--- src/rtl/mem_wb.sv ---
// MEM/WB pipeline register with a multi-cycle load sequencer and stall request.
// Optional stall-cycle counter on stall_cnt_o is enabled by defining MEM_WB_STALL_CNT_EN.
module mem_wb #(
    parameter int unsigned LOAD_WAIT = 1,
    parameter int unsigned CNT_W     = 4
) (
    input  logic        clk,
    input  logic        rst,
    input  logic        we_i,
    input  logic [4:0]  waddr_i,
    input  logic [31:0] wdata_i,
    input  logic        load_i,
    input  logic        flush_i,
    output logic        wb_we_o,
    output logic [4:0]  wb_waddr_o,
    output logic [31:0] wb_wdata_o,
    output logic        stall_req_o,
    output logic [31:0] stall_cnt_o
);

    localparam int unsigned AW = 5;
    localparam int unsigned DW = 32;
    localparam logic [CNT_W-1:0] CNT_INIT =
        (LOAD_WAIT == 0) ? '0 : CNT_W'(LOAD_WAIT - 1);
    localparam logic LOAD_STALLS = (LOAD_WAIT != 0);

    typedef enum logic [0:0] {
        S_IDLE = 1'b0,
        S_WAIT = 1'b1
    } state_t;

    state_t          state, state_nxt;
    logic [CNT_W-1:0] cnt, cnt_nxt;
    logic            we_nxt;
    logic [AW-1:0]   waddr_nxt;
    logic [DW-1:0]   wdata_nxt;

    // Stall request: load entering, or wait counter still running; flush and reset squash it.
    always_comb begin
        stall_req_o = 1'b0;
        if (rst && !flush_i) begin
            if (state == S_IDLE)
                stall_req_o = load_i && LOAD_STALLS;
            else
                stall_req_o = (cnt != '0);
        end
    end

    // Next-state and write-back capture.
    always_comb begin
        state_nxt = state;
        cnt_nxt   = cnt;
        we_nxt    = wb_we_o;
        waddr_nxt = wb_waddr_o;
        wdata_nxt = wb_wdata_o;
        if (flush_i) begin
            state_nxt = S_IDLE;
            cnt_nxt   = '0;
            we_nxt    = 1'b0;
        end else begin
            unique case (state)
                S_IDLE: begin
                    if (load_i && LOAD_STALLS) begin
                        state_nxt = S_WAIT;
                        cnt_nxt   = CNT_INIT;
                        we_nxt    = 1'b0;
                    end else begin
                        we_nxt    = we_i && (waddr_i != '0);
                        waddr_nxt = waddr_i;
                        wdata_nxt = wdata_i;
                    end
                end
                S_WAIT: begin
                    if (cnt != '0) begin
                        cnt_nxt = cnt - CNT_W'(1);
                        we_nxt  = 1'b0;
                    end else begin
                        // Load data is valid now; load_i still refers to the same instruction.
                        state_nxt = S_IDLE;
                        we_nxt    = we_i && (waddr_i != '0);
                        waddr_nxt = waddr_i;
                        wdata_nxt = wdata_i;
                    end
                end
                default: begin
                    state_nxt = S_IDLE;
                    cnt_nxt   = '0;
                    we_nxt    = 1'b0;
                end
            endcase
        end
    end

    // State and output registers.
    always_ff @(posedge clk or negedge rst) begin
        if (!rst) begin
            state      <= S_IDLE;
            cnt        <= '0;
            wb_we_o    <= 1'b0;
            wb_waddr_o <= '0;
            wb_wdata_o <= '0;
        end else begin
            state      <= state_nxt;
            cnt        <= cnt_nxt;
            wb_we_o    <= we_nxt;
            wb_waddr_o <= waddr_nxt;
            wb_wdata_o <= wdata_nxt;
        end
    end

`ifdef MEM_WB_STALL_CNT_EN
    logic [31:0] stall_cnt;

    // Free-running stall-cycle counter; only reset clears it.
    always_ff @(posedge clk or negedge rst) begin
        if (!rst)
            stall_cnt <= '0;
        else if (stall_req_o)
            stall_cnt <= stall_cnt + 32'd1;
    end

    assign stall_cnt_o = stall_cnt;
`else
    assign stall_cnt_o = '0;
`endif

endmodule

--- config.mk ---
export PLATFORM = sky130hd
export DESIGN_NAME = mem_wb
export DESIGN_NICKNAME = d
export VERILOG_FILES = /design/src/rtl/mem_wb.sv
export SDC_FILE = /design/constraint.sdc
export NUM_CORES = 1
export LEC_CHECK = 0
export ABC_AREA = 0
export CAP_MARGIN = 20
export CORE_MARGIN = 1.5
export CORE_UTILIZATION = 35
export DETAILED_ROUTE_END_ITERATION = 10
export PLACE_DENSITY = 0.76
export SYNTH_ARGS = -nofsm -noshare
export SYNTH_HDL_FRONTEND = slang
export SYNTH_SLANG_ARGS = --single-unit
--- constraint.sdc ---
create_clock -name clk -period 1.5 [get_ports clk]
set_input_delay 0.45 -clock clk [delete_from_list [all_inputs] [get_ports clk]]
set_output_delay 0.45 -clock clk [all_outputs]
set_load 0.01 [all_outputs]
* Word level (Yosys, flattened, before mapping) *
Index checks and enable logic that the tools add are counted.

storage, ports and cells
  input port bits = 42
  output and inout bits = 71
  flip-flop bits (word level) = 43
  word-level logic and storage cells = 39

cells by class
  bitwise logic cells = 2
  reduce and logical (&&, ||, !) cells = 7
  mux-type cells = 20
  equality and inequality tests = 4
  add/sub/neg operators = 1

operator list
  cell                                                   count
  two-way mux 32 bit                                     2
  case mux 32 bit (2 select lines)                       1
  two-way mux 4 bit                                      3
  two-way mux 5 bit                                      2
  case mux 5 bit (2 select lines)                        1
  two-way mux 1 bit                                      8
  case mux 4 bit (2 select lines)                        1
  nonzero test 5 bit                                     1
  inequality test 2 bit, second input constant           2
  case mux 1 bit (2 select lines)                        2
  nonzero test 4 bit                                     1
  subtractor 4 x 1 -> 4 bit, second input constant       1
  inequality test 3 x 2 -> 1 bit, second input constant  1
  inequality test 3 bit, second input constant           1
  AND reduction 3 bit                                    1
  logical AND 1 bit                                      2
  NOT 1 bit                                              2
  AND reduction 2 bit                                    1
  logical NOT 1 bit                                      1

* Depth between registers and ports, before layout *
Gate-level depths: netlist (run 1).

  depth after elaboration = 5
  gate-level depth with buffers = 7
  gate-level depth less buffers = 5

* Worst setup path before layout (run 1) *
OpenSTA, ideal clock, no wires.

  path kind = register -> register
  start point = register cnt[0]
  end point = register wb_wdata_o[23]
  arrival = 1.537 ns
  stages on the path, launching flop included = 8
  clock period less this slack = 1.663 ns
  required time = 1.375 ns
  slack = -0.163 ns
  setup time = 0.125 ns
  cells stage by stage = dfrtp_1 inv_1 ha_1 nand4bb_1 a21oi_4 buf_6 buf_12 mux2_4

between the ends
  word-level cells in the longest chain between the ends = 3

ends and longest elaborated chain
  element                                 line  RTL
  from (decl)                             33    logic [CNT_W-1:0] cnt, cnt_nxt;
  from (signal assigned)                  104   cnt <= cnt_nxt;
  nonzero test 4 bit                      74    if (cnt != '0) begin
  inequality test 2 bit (no source line)  --
  AND reduction 3 bit (no source line)    --
  to (signal assigned)                    107   wb_wdata_o <= wdata_nxt;
  to (decl)                               16    output logic [31:0] wb_wdata_o,

Every way passes these cells.
A chain may end at the register's enable or synchronous reset.

* Worst setup path after layout (run 1) *
  start point = register cnt[0]
  end point = register wb_wdata_o[0]

The elaborated chain is that of the path after synthesis.

==> out/metrics.yaml, run 1 <==
outcome:
  status: "finished with violations"
  violations: "setup timing"
clock_network:
  path_clk_slew_ps: 80
  insertion_delay_ps: 290
  postCtsHoldBufs: 0
  cts_sinks: 43
  cts_made_buffers: 5
  htreeDepth: 2
  cts_buffer_depth: 2
  cts_root_buffer: "clkbuf_8"
  cts_tree: "done"
sta:
  final-setup-viol-count: 40
  tns_ps: -11300
  rsz0062_at_grt: "yes"
  drv_slew: 0
  fmax_ghz: 0.5495
  worst-slew-pin-transition_ps: 552.8
  hold_violations: 0
  slew_headroom: 0.6315
  setup_ws_ps: -319.9
  hold_slack_ps: 276.8
  fin_crit_ps: 1820
  fin_crit_sh: 1.213
  fin_skew_ps: 5.539
worst_setup_path:
  end_kind: "flip-flop"
  reg2reg_slack_ps: -320
  crit_path_start_kind: "flip-flop"
  arrival_ps: 2000
  crit_path_cell_trace: "inv_2 -> ha_4 -> nand4bb_4 -> buf_4 -> a21oi_4 -> buf_12 -> clkbuf_16 -> mux2_2"
  worstPathMaxFanout: 6
  reg2reg_depth: 8
  cp_slowest_stage_delay_ps: 400
  crit_required_ps: 1680
  r2r_end: "wb_wdata_o[0]"
  crit-reg2reg-launch: "cnt[0]"
  worstSetupPathType: "reg2reg"
  crit_slowest_cell: "dfrtp_1"
cells_and_area:
  nets: 293
  postLayoutCellArea_sq_um: 3092
  layout-drive-gt1-share: 0.3012
  syn2layout_area_growth_pct: 53.77
  diodes: 0
power:
  leakagePower_nw: 1.430
  p_per_area_nw_per_um2: 1149
  ir_worst_vdd_mv: 0.5605
global_routing:
  grt_max_degree: 44
  grt_usage: 0.1359
  grt.overflow.total: 0
  grt_pass1_wl_mm: 6.437
  first_global_vias: 1393
  antenna_found_initial: 0
floorplanning:
  core_sq_um: 5540
  die_y_um: 78.80
  die_x_um: 78.80
  initial_utilization: 0.3629
  dieArea_sq_um: 6209
  floorplan.rows: 27
  ios: 113
placed_design:
  routabilityCongestion: 0.7505
  portBuffers: 80
  placed_area_sq_um: 2873
  dp_hpwl_mm: 3.034
synth:
  yosys_warnings: 0
  synth_compound_area_frac: 0.03360
  synth_cells: 145
  avgSynthCellArea_sq_um: 13.87
  ys_ff_latch: 43
  post_synth_and_or_nand_nor_area_fraction: 0.04231
  ys_types: 27
  synth_top_family_by_area: "multiplexers"
  synthXorXnorAreaFrac: 0.004356
  synth.mux.area_fraction: 0.2222
  synthAdderAreaFrac: 0.01245
  synth_seq_area_share: 0.5352
  netlist_area_sq_um: 2011
hold_path:
  min_path_type: "in2async"
routing:
  vias: 1356
  drt_first_pass_iters: 3
  drt-initial-drc-count: 39
  final_antenna_net_count: 0
  viasPerCell: 4.224
  drc: 0
  wl_mm: 4.224
  routedWlPerCell_um: 13.16
run:
  max_cap_violations: 0
-- state kept, by name, indices dropped and copies added, names as in the netlist --
register / cells
cnt: 4
wb_wdata_o: 32
wb_we_o: 1
wb_waddr_o: 5
state: 1
-- power breakdown --
group          internal [W]  total, W  leakage (nW)  switching, W
logic              0.000706   0.00117         0.865      0.000463
registers           0.00141   0.00152         0.514      0.000113
clock network      0.000488  0.000865        0.0513      0.000377
-- layout make-up --
class / instances / area [sq um]
fillers: 503 / 2449
clock inverters: 1 / 30.03
inverters: 3 / 11.26
flip-flops and latches: 43 / 1076
well taps: 72 / 90.09
clock buffers: 6 / 72.57
multi-input cells: 94 / 802.0
repair buffers: 102 / 1010
-- logic make-up after synthesis --
family	count (synthesis)
buffers and inverters	39
adder cells (fa/ha/maj)	2
AO/OA/AOI/OAI	8
multiplexers	37
other	1
XOR/XNOR	1
flip-flops	43
AND/OR/NAND/NOR	14
-- cell usage after synthesis --
cell | count | area share
nand2_1 | 1 | 0.0019
nand2b_1 | 2 | 0.0062
buf_4 | 34 | 0.13
ha_1 | 2 | 0.012
conb_1 | 1 | 0.0019
a21oi_1 | 1 | 0.0025
xnor2_1 | 1 | 0.0044
inv_1 | 3 | 0.0056
nand4bb_1 | 1 | 0.0056
a21oi_4 | 1 | 0.0081
a311oi_1 | 1 | 0.0044
o21ai_0 | 2 | 0.0050
o311a_1 | 1 | 0.0050
buf_6 | 1 | 0.0056
nor3_1 | 1 | 0.0025
mux2_2 | 29 | 0.16
buf_12 | 1 | 0.010
o2bb2ai_1 | 2 | 0.0087
mux2_4 | 8 | 0.060
nor2_1 | 3 | 0.0056
nor3b_1 | 1 | 0.0037
nand3_1 | 1 | 0.0025
nand3b_1 | 1 | 0.0037
dfrtp_1 | 43 | 0.54
or2_4 | 1 | 0.0044
nor2b_1 | 1 | 0.0031
or3_1 | 1 | 0.0031
-- layout by cell type, fill, tap and decap left out, types with 2 or more instances in the layout --
| master | Yosys | final |
|---|---|---|
| dfrtp_1 | 43 | 43 |
| clkdlybuf4s50_1 | 0 | 39 |
| dlygate4sd2_1 | 0 | 39 |
| conb_1 | 1 | 32 |
| mux2_2 | 29 | 27 |
| buf_4 | 34 | 15 |
| mux2_4 | 8 | 10 |
| clkbuf_8 | 0 | 5 |
| buf_12 | 1 | 4 |
| nor2_1 | 3 | 3 |
| clkbuf_16 | 0 | 3 |
| inv_2 | 0 | 2 |
| nand2b_1 | 2 | 2 |
| o21ai_0 | 2 | 2 |
| o2bb2ai_1 | 2 | 2 |
| buf_2 | 0 | 2 |
-- worst max path at each step --
stage / startpoint / end / slack, ps
finish: cnt[0] / wb_wdata_o[0] / -320
global route: cnt[0] / stall_req_o / -400
CTS: cnt[0] / stall_req_o / -320
detailed placement: load_i / stall_req_o / -850
global placement: load_i / stall_req_o / -860
floorplan: cnt[0] / wb_wdata_o[23] / -100
-- what timing repair did --
| item | in CTS | in global routing |
|---|---|---|
| pin swaps | 2 | 4 |
| gates cloned | 0 | 3 |
| buffers inserted | 1 | 3 |
| gates resized for setup | 51 | 5 |
| endpoints found under the setup margin | 78 | 40 |
| hold endpoints to repair | 0 | 0 |
-- critical path, delay by kind of cell (launching register included) --
family / cells / cell delay [ps]
AOI/OAI and AO/OA: 1 / 140
adders and majority gates: 1 / 160
buffers and inverters: 4 / 560
DFF: 1 / 400
muxes: 1 / 320
and+or+nand+nor: 1 / 130
-- metal layers --
metal | up-vias | GRT usage | wire length, um
met2 | 53 | 0.2172 | 2143
li1 | 638 | - | -
met5 | - | 0 | 0
met3 | 10 | 0.04483 | 266
met4 | 0 | 0.06607 | 84
met1 | 655 | 0.1645 | 1729
-- stage by stage --
| stage | std cells | total power [W] | utilization | worst slack [ps] |
|---|---|---|---|---|
| 5_1_grt | 321 | 0.003765 | 0.5580 | -398.5 |
| 4_1_cts | 315 | 0.003535 | 0.5339 | -322.3 |
| 2_1_floorplan | 176 | 0.002151 | - | -103.7 |
| 3_5_place_dp | 307 | 0.002800 | 0.5185 | -845.5 |
| 6_report | 321 | 0.003552 | 0.5580 | -319.9 |
| 3_3_place_gp | 307 | 0.002781 | 0.5185 | -857.1 |
Note: power is estimated with default switching activity, not from simulation.
==> inputs of run 2 (changes only) <==
--- a/config.mk
+++ b/config.mk
@@ -9,6 +9,7 @@
 export CAP_MARGIN = 20
 export CORE_MARGIN = 1.5
 export CORE_UTILIZATION = 35
+export CTS_CLUSTER_SIZE = 40
 export DETAILED_ROUTE_END_ITERATION = 10
 export PLACE_DENSITY = 0.76
 export SYNTH_ARGS = -nofsm -noshare
==> constraint.sdc (replaced) <==
create_clock -name clk -period 1.5 [get_ports clk]
set_input_delay 0.15 -clock clk [delete_from_list [all_inputs] [get_ports clk]]
set_output_delay 0.15 -clock clk [all_outputs]
set_load 0.01 [all_outputs]
==> out/metrics.yaml, run 2 (synthesis results as in run 1) <==
clock_network:
  insertion_delay_ps: 290  # about the same
  cts_buffer_depth: 2  # unchanged
  cts_tree: "done"
  cts_made_buffers: 5  # unchanged
  cts_sinks: 43  # unchanged
  path_clk_slew_ps: 80  # about the same
  htreeDepth: 2  # unchanged
  cts_root_buffer: "clkbuf_8"
sta:
  fin_crit_ps: 1645  # -175.0 ps
  fmax_ghz: 0.6080  # +11%
  drv_slew: 0  # unchanged
  fin_skew_ps: 9.571  # +4.032 ps
  final-setup-viol-count: 38  # -5.0%
  rsz0062_at_grt: "yes"
  tns_ps: -4519  # +6780 ps
  hold_violations: 0  # unchanged
  slew_headroom: 0.6337  # +0.002251
  setup_ws_ps: -144.8  # +175.0 ps
  hold_slack_ps: 419.1  # +142.3 ps
  worst-slew-pin-transition_ps: 549.4  # -3.377 ps
  fin_crit_sh: 1.097  # -0.1167
cells_and_area:
  largest_reg_flops: 32  # unchanged
  syn2layout_area_growth_pct: 56.63
  diodes: 0  # unchanged
  layout_commonest_cell: "clkdlybuf4s50_1"
  reg_top3: "wb_wdata_o (32), wb_waddr_o (5), cnt (4)"
  post-route-util: 0.5684  # +0.01039
  nets: 289  # -1.4%
  final_cell_mix: "clkdlybuf4s50_1 (78), dfrtp_1 (43), conb_1 (32)"
  largest-register: "wb_wdata_o"
  layout-drive-gt1-share: 0.2927  # -0.008522
routing:
  final_antenna_net_count: 0  # unchanged
  drt-initial-drc-count: 38  # -2.6%
  routedWlPerCell_um: 13.81  # +4.9%
  viasPerCell: 4.270  # +1.1%
  wl_mm: 4.391  # +4.0%
  vias: 1358  # +0.15%
  drc: 0  # unchanged
  drt_first_pass_iters: 4  # +1
run:
  max_cap_violations: 0  # unchanged
power:
  ir_worst_vdd_mv: 0.6346  # +13%
  finalPower_w: 0.003850  # +8.4%
  p_per_area_nw_per_um2: 1223  # +6.4%
  leakagePower_nw: 1.405  # -1.7%
worst_setup_path:
  arrival_ps: 1830  # -170 ps
  crit_path_cell_trace: "inv_2 -> ha_4 -> nand4bb_4 -> a21oi_4 -> buf_12 -> buf_12 -> mux2_2"
  cpMostUsedCell: "buf_12"
  worstSetupPathType: "reg2reg"
  end_kind: "flip-flop"
  crit_required_ps: 1680  # about the same
  crit_path_start_kind: "flip-flop"
  worstPathMaxFanout: 10  # +4
  cp_slowest_stage_delay_ps: 390  # about the same
  crit_slowest_cell: "dfrtp_1"
floorplanning:
  initial_utilization: 0.3629  # unchanged
  dieArea_sq_um: 6209  # unchanged
  die_y_um: 78.80  # unchanged
  core_sq_um: 5540  # unchanged
  floorplan.rows: 27  # unchanged
  ios: 113  # unchanged
  die_x_um: 78.80  # unchanged
outcome:
  status: "finished with violations"
  violations: "setup timing"
global_routing:
  grt.overflow.total: 0  # unchanged
  grt_usage: 0.1373  # +0.001364
  grt_max_degree: 44  # unchanged
  grt_pass1_wl_mm: 6.603  # +2.6%
  antenna_found_initial: 0  # unchanged
  first_global_vias: 1414  # +1.5%
placed_design:
  dp_hpwl_mm: 2.911  # -4.1%
  pre_cts_slack_ps: -230.2  # +615.2 ps
  routabilityCongestion: 0.7883  # +5.0%
  portBuffers: 80  # unchanged
hold_path:
  min_path_type: "in2reg"
==> run 2: final cells by class <==
type	instances	area, sq um
Tap cell	72	90.09
Sequential cell	43	1076
Fill cell	467	2391
Inverter	3	11.26
Timing Repair Buffer	98	1005
Clock inverter	2	35.03
Multi-Input combinational cell	94	849.6
Clock buffer	6	82.58
==> run 2: path summary, 6_finish.rpt <==
path	startpoint	end	slack [ps]	cells past startpoint
max	cnt[1]	wb_waddr_o[1]	-140	7
min	we_i	wb_we_o	420	2
max reg2reg	cnt[1]	wb_waddr_o[1]	-140	7
min reg2reg	wb_wdata_o[17]	wb_wdata_o[17]	510	1
max in group asynchronous	rst	wb_wdata_o[27]	600	3
min in group asynchronous	rst	wb_wdata_o[14]	530	3
==> run 2: timing repair <==
| action | CTS | global route |
|---|---|---|
| endpoints found under the setup margin | 38 | 40 |
| hold buffers | 1 | 0 |
| setup buffers | 0 | 2 |
| pin swaps | 0 | 3 |
| endpoints found under the hold margin | 16 | 0 |
| gates cloned | 0 | 3 |
| resized for setup | 7 | 15 |
==> run 2: metal layers <==
layer	share of wire	track usage	up-vias
li1	-	-	628
met1	0.44	0.1650	666
met2	0.49	0.2353	58
met3	0.061	0.04483	6
met4	0.0098	0.03750	0
met5	0	0	-
==> run 2: worst max-delay path: cells and delay by family (launching register included) <==
kind / cells / cell delay [ps]
AND/OR/NAND/NOR: 1 / 120
multiplexers: 1 / 330
adder cells (fa/ha/maj): 1 / 150
buffers and inverters: 3 / 370
AO/OA/AOI/OAI: 1 / 160
flip-flops: 1 / 390
==> run 2: stage by stage <==
step,cells,instance area [sq um]
6_report,318,3149
5_1_grt,318,3149
4_1_cts,313,3004
3_5_place_dp,304,2870
3_3_place_gp,304,2870
2_1_floorplan,176,2156
==> run 2: power breakdown <==
| part | internal, W | switching, W |
|---|---|---|
| logic | 0.000901 | 0.000469 |
| registers | 0.00141 | 0.000136 |
| clock network | 0.000539 | 0.000399 |
==> inputs of run 3 (changes only) <==
--- a/config.mk
+++ b/config.mk
@@ -9,7 +9,6 @@
 export CAP_MARGIN = 20
 export CORE_MARGIN = 1.5
 export CORE_UTILIZATION = 35
-export CTS_CLUSTER_SIZE = 40
 export DETAILED_ROUTE_END_ITERATION = 10
 export PLACE_DENSITY = 0.76
 export SYNTH_ARGS = -nofsm -noshare
==> results of run 3 <==
Final layout, timing and power as in run 2 (identical DEF).
